--- src/rtl/uart_tx_arbiter.sv ---
// uart_tx_arbiter: packet-level round-robin sharing of one UART transmitter among NUM_REQ byte streams.
// An owner keeps the transmitter until a last byte, MAX_BURST bytes, or IDLE_TIMEOUT idle cycles.
module uart_tx_arbiter #(
    parameter int NUM_REQ      = 4,
    parameter int MAX_BURST    = 16,
    parameter int IDLE_TIMEOUT = 64
) (
    input  logic                 clk,
    input  logic                 resetn,
    input  logic [NUM_REQ-1:0]   req_valid_i,
    input  logic [8*NUM_REQ-1:0] req_data_i,
    input  logic [NUM_REQ-1:0]   req_last_i,
    output logic [NUM_REQ-1:0]   req_ready_o,
    output logic [NUM_REQ-1:0]   grant_o,
    output logic                 tx_start_o,
    output logic [7:0]           tx_d_o,
    input  logic                 tx_busy_i,
    input  logic                 tx_done_i
);
    localparam int IW = $clog2(NUM_REQ);
    localparam int BW = $clog2(MAX_BURST + 1);
    localparam int TW = $clog2(IDLE_TIMEOUT + 1);

    typedef enum logic [1:0] {IDLE, LOAD, SEND, RELEASE} state_t;

    state_t        state_q, state_d;
    logic [IW-1:0] owner_q, owner_d, rr_q, rr_d, pick;
    logic [BW-1:0] burst_q, burst_d;
    logic [TW-1:0] idle_q, idle_d;
    logic          last_q, last_d;
    logic [7:0]    tx_d_q, tx_d_d;
    logic          fire;
    logic [7:0]    data_a [NUM_REQ];
    logic [IW-1:0] cand [NUM_REQ];

    for (genvar k = 0; k < NUM_REQ; k++) begin : g_req
        assign data_a[k] = req_data_i[8*k +: 8];
        assign cand[k]   = IW'((int'(rr_q) + k) % NUM_REQ);
    end

    // Scan from farthest to nearest so the first valid at/after rr_q wins.
    always_comb begin
        pick = rr_q;
        for (int i = NUM_REQ - 1; i >= 0; i--)
            if (req_valid_i[cand[i]]) pick = cand[i];
    end

    assign fire        = (state_q == LOAD) && req_valid_i[owner_q] && !tx_busy_i;
    assign grant_o     = (state_q == LOAD || state_q == SEND) ? NUM_REQ'(1) << owner_q : '0;
    assign req_ready_o = fire ? grant_o : '0;
    assign tx_start_o  = fire;
    assign tx_d_o      = fire ? data_a[owner_q] : tx_d_q;

    always_comb begin
        state_d = state_q;
        owner_d = owner_q;
        rr_d    = rr_q;
        burst_d = burst_q;
        idle_d  = idle_q;
        last_d  = last_q;
        tx_d_d  = tx_d_q;
        case (state_q)
            IDLE: begin
                if (|req_valid_i) begin
                    owner_d = pick;
                    state_d = LOAD;
                end
            end
            LOAD: begin
                if (fire) begin
                    tx_d_d  = data_a[owner_q];
                    last_d  = req_last_i[owner_q];
                    burst_d = burst_q + BW'(1);
                    state_d = SEND;
                end else if (!tx_busy_i) begin
                    if (idle_q == TW'(IDLE_TIMEOUT - 1)) state_d = RELEASE;
                    else idle_d = idle_q + TW'(1);
                end
            end
            SEND: begin
                if (tx_done_i) begin
                    if (last_q || burst_q == BW'(MAX_BURST)) begin
                        state_d = RELEASE;
                    end else begin
                        idle_d  = '0;
                        state_d = LOAD;
                    end
                end
            end
            default: begin
                rr_d    = (owner_q == IW'(NUM_REQ - 1)) ? '0 : owner_q + IW'(1);
                burst_d = '0;
                idle_d  = '0;
                state_d = IDLE;
            end
        endcase
    end

    always_ff @(posedge clk or negedge resetn) begin
        if (!resetn) begin
            state_q <= IDLE;
            owner_q <= '0;
            rr_q    <= '0;
            burst_q <= '0;
            idle_q  <= '0;
            last_q  <= 1'b0;
            tx_d_q  <= '0;
        end else begin
            state_q <= state_d;
            owner_q <= owner_d;
            rr_q    <= rr_d;
            burst_q <= burst_d;
            idle_q  <= idle_d;
            last_q  <= last_d;
            tx_d_q  <= tx_d_d;
        end
    end
endmodule

--- config.mk ---
export PLATFORM = sky130hd
export DESIGN_NAME = uart_tx_arbiter
export DESIGN_NICKNAME = d
export VERILOG_FILES = /design/src/rtl/uart_tx_arbiter.sv
export SDC_FILE = /design/constraint.sdc
export NUM_CORES = 1
export LEC_CHECK = 0
export CAP_MARGIN = 30
export CORE_AREA = 2 2 72 74
export DETAILED_ROUTE_END_ITERATION = 10
export DIE_AREA = 0 0 74 76
export PLACE_DENSITY = 0.77
export SETUP_SLACK_MARGIN = 0.02
export SKIP_LAST_GASP = 1
export SLEW_MARGIN = 40
export SYNTH_ARGS = -nofsm -noshare
export SYNTH_HDL_FRONTEND = slang
export SYNTH_SLANG_ARGS = --single-unit
--- constraint.sdc ---
create_clock -name clk -period 2 [get_ports clk]
set_input_delay 0.3 -clock clk [delete_from_list [all_inputs] [get_ports clk]]
set_output_delay 0.3 -clock clk [all_outputs]
set_load 0.005 [all_outputs]
==> impl_results.md <==
* Status: finished with violations
* Failing checks: negative setup slack
* First-pass DRT Iterations at 4
* Gate Count Post-Synth at 204
* Starting density of the core at 0.396
* Hold Crit Class: primary input to asynchronous set/reset pin
* Most used routing layer in global routing: met2
* Avg Inst Size Synth at 9.53 sq um
* Final wirelength at approximately 5800 um
* Die Span Y at roughly 76 um
* Critical Path AT at 2.02 ns
* Root Driver: clkbuf_8
* Final Max Slew Viols at 0
* Post-DP HPWL at 3950 um
* Place WS at -0.494 ns
* RSZ-0062 raised after global routing: true
* Fmax at 0.430 GHz
* Top cells by area, synth: dfrtp_1, mux4_2, nand2_1, ha_1, and2_1
* Sequential share of power at 0.233
* Clk pwr share at 0.086
* Synth Cell Area at just under 0.002 sq mm
* M1 GR Usage at 0.284
* Area of the core at 0.00491 sq mm
* Drt wl/cell at 15.6 um
* Path depth of the worst reg2reg path at 8
* Largest net degree at the start of global routing at 28
* Drt via density at 5.28
* Clock Skew at 0.00828 ns
* IO Count at 61
* Maxcap violations at 0
* Htree depth at 1
* DRC at 0
* Share of layout cells above drive strength 1 at 0.370
* Final worst path period need at between 2 and 2.5 ns
* Longest Clk Path Bufs at 2
* Area grow syn2layout at 62.0%
* Post-synthesis async set-or-reset flop share at 1.00
* Synth Flop Type: dfrtp_1
* Synth top cells by count: nand2_1, dfrtp_1, ha_1
* Top cell type's share of synthesized area at 0.347
* Setup-failing EPs final at 17
* Normalized max-slew margin at 0.762
* CTS tree: done
* Crit Reg-Reg Startpoint: state_q[1]
* First-pass GRT wire length at a little over 9000 um
* WS Path Type: flop to output pin
* DR vias at a little under 2000
* Placed insts at about 360
* R2R setup slack at -0.12 ns
* DR iter-0 viols at 49
* Power Density at around 1200 mW/mm^2
* GR Overflow Total at 0
* Comb pwr share at 0.680
* Number of synthesized flops with an enable pin at 0
* Sw Ratio at 0.407
* DIE WIDTH at 74 um
* Final worst-path cycle share at 1.16
* Slew @ Worst Pin at 0.353 ns
* Syn. warnings at 0
* Setup ws final at -0.324 ns
* Antenna Cells at 0
* Die area at 0.00562 sq mm
* Seq cells post-synth at 27
* M3 GR Usage at 0.0225
* Clock slew at the register clock pins of the worst setup and hold paths at 0.10 ns
* Worst IR Drop VDD at 0.000873 V
* Pint at 2330 uW
* CTS Hold Bufs at 0
* CP Launch Type: flop
* Leakage at approximately 0.0015 uW
* CP max FO at 7
* Clock sink total at 27
* Synthesized net count at 259
* Antenna-violating nets left at 0
* Req. time, crit path at 1.70 ns
* Most common cell in the netlist: nand2_1
* CP Capture Type: output pin
* Core Rows at 26
* Clk Latency, worst-skew pair at 0.29 ns
* NumNets Final at 359
* Psw at roughly 1600 uW
* I/O Buffers at 60
* Met2 Use GR at 0.335
* Yosys top cell by area: dfrtp_1
* Final Hold Viols at 0
* Total Routing Usage GR at 0.210
* Final Non-Filler Cells at 373
* Number of global-route vias before repair at 1954
* CTS buffer count at 3
* Sequential share of the synthesized area at 0.347
* Initial antenna violation count at 0
* Worst r2r dst: idle_q[0]
* Cell variety after synth at 47
* Total negative slack at -3.35 ns
* Gpl congestion at 0.825
[through the flow]
stage,area [sq um],power [uW],hold slack (ns),util
2_1_floorplan,1970,2230,0.00441,-
3_3_place_gp,2840,3100,0.446,0.579
3_5_place_dp,2840,3160,0.452,0.579
4_1_cts,3070,3770,0.400,0.624
5_1_grt,3150,4210,0.423,0.641
6_report,3150,3930,0.382,0.641
[sequential cells by signal, summed over array words and instances (netlist names)]
name / cells
tx_d_q: 8
idle_q: 7
last_q: 1
owner_q: 2
state_q: 2
burst_q: 5
rr_q: 2
[power groups by stage]
stage	sequential [uW]	clock (uW)	combinational (uW)
2_1_floorplan	871	0	1360
3_3_place_gp	891	0	2210
3_5_place_dp	899	0	2260
4_1_cts	903	348	2520
5_1_grt	942	373	2900
6_report	918	340	2670
[per-layer routing]
layer  vias to the layer above  part of all wire  wire, um
met5                         -                 0         0
met4                         0             0.027       157
li1                        942                 -         -
met3                        13             0.029       169
met2                        53              0.51      3000
met1                       963              0.43      2510
[layout make-up]
class,count,area (sq um)
Fill cell,389,1760
Sequential cell,27,677
Clock buffer,3,41.3
Timing Repair Buffer,105,967
Multi-Input combinational cell,155,1300
Timing Repair inverter,1,8.76
Clock inverter,1,8.76
Inverter,11,56.3
Tap cell,70,87.6
[cell usage in the layout (no fill, tap or decap), drive strengths merged, types with 3 or more instances in the layout]
| master | n |
|---|---|
| buf | 57 |
| nand2 | 44 |
| clkdlybuf4s50 | 43 |
| dfrtp | 27 |
| ha | 11 |
| inv | 11 |
| mux4 | 9 |
| and2 | 9 |
| o21ai | 8 |
| nor2 | 7 |
| mux2i | 5 |
| o211ai | 5 |
| a21oi | 5 |
| nand2b | 4 |
| nand3 | 4 |
| and3 | 4 |
| mux2 | 4 |
| clkbuf | 4 |
| o22ai | 3 |
| a41oi | 3 |
| dlymetal6s2s | 3 |
| o311ai | 3 |
[critical path, stage by stage, from the launching register on]
cell,delay (ns)
dfrtp_1,0.40
inv_2,0.07
ha_4,0.13
or3b_4,0.38
o22a_4,0.25
buf_6,0.15
buf_6,0.12
nand2_4,0.05
nand2_2,0.06
buf_6,0.12
[logic make-up after synthesis]
family	share of synthesized area
fa+ha+maj	0.0708
flops	0.347
buf+inv	0.0534
compound gates	0.151
simple gates	0.225
mux	0.153
[worst max-delay path by stage]
stage | from | endpoint | depth (start not counted)
3_3_place_gp | tx_busy_i | tx_d_o[1] | 7
6_report | state_q[1] | tx_d_o[1] | 9
4_1_cts | state_q[1] | tx_d_o[1] | 9
2_1_floorplan | state_q[1] | tx_d_o[0] | 10
5_1_grt | state_q[1] | tx_d_o[6] | 9
3_5_place_dp | tx_busy_i | tx_d_o[1] | 7
[what timing repair did]
item,CTS,global route
hold endpoints to repair,0,0
gates cloned,1,0
pin swaps,10,6
resized for setup,81,30
buffers inserted,14,4
endpoints found under the setup margin,20,27
(Power assumes the default switching activity.)
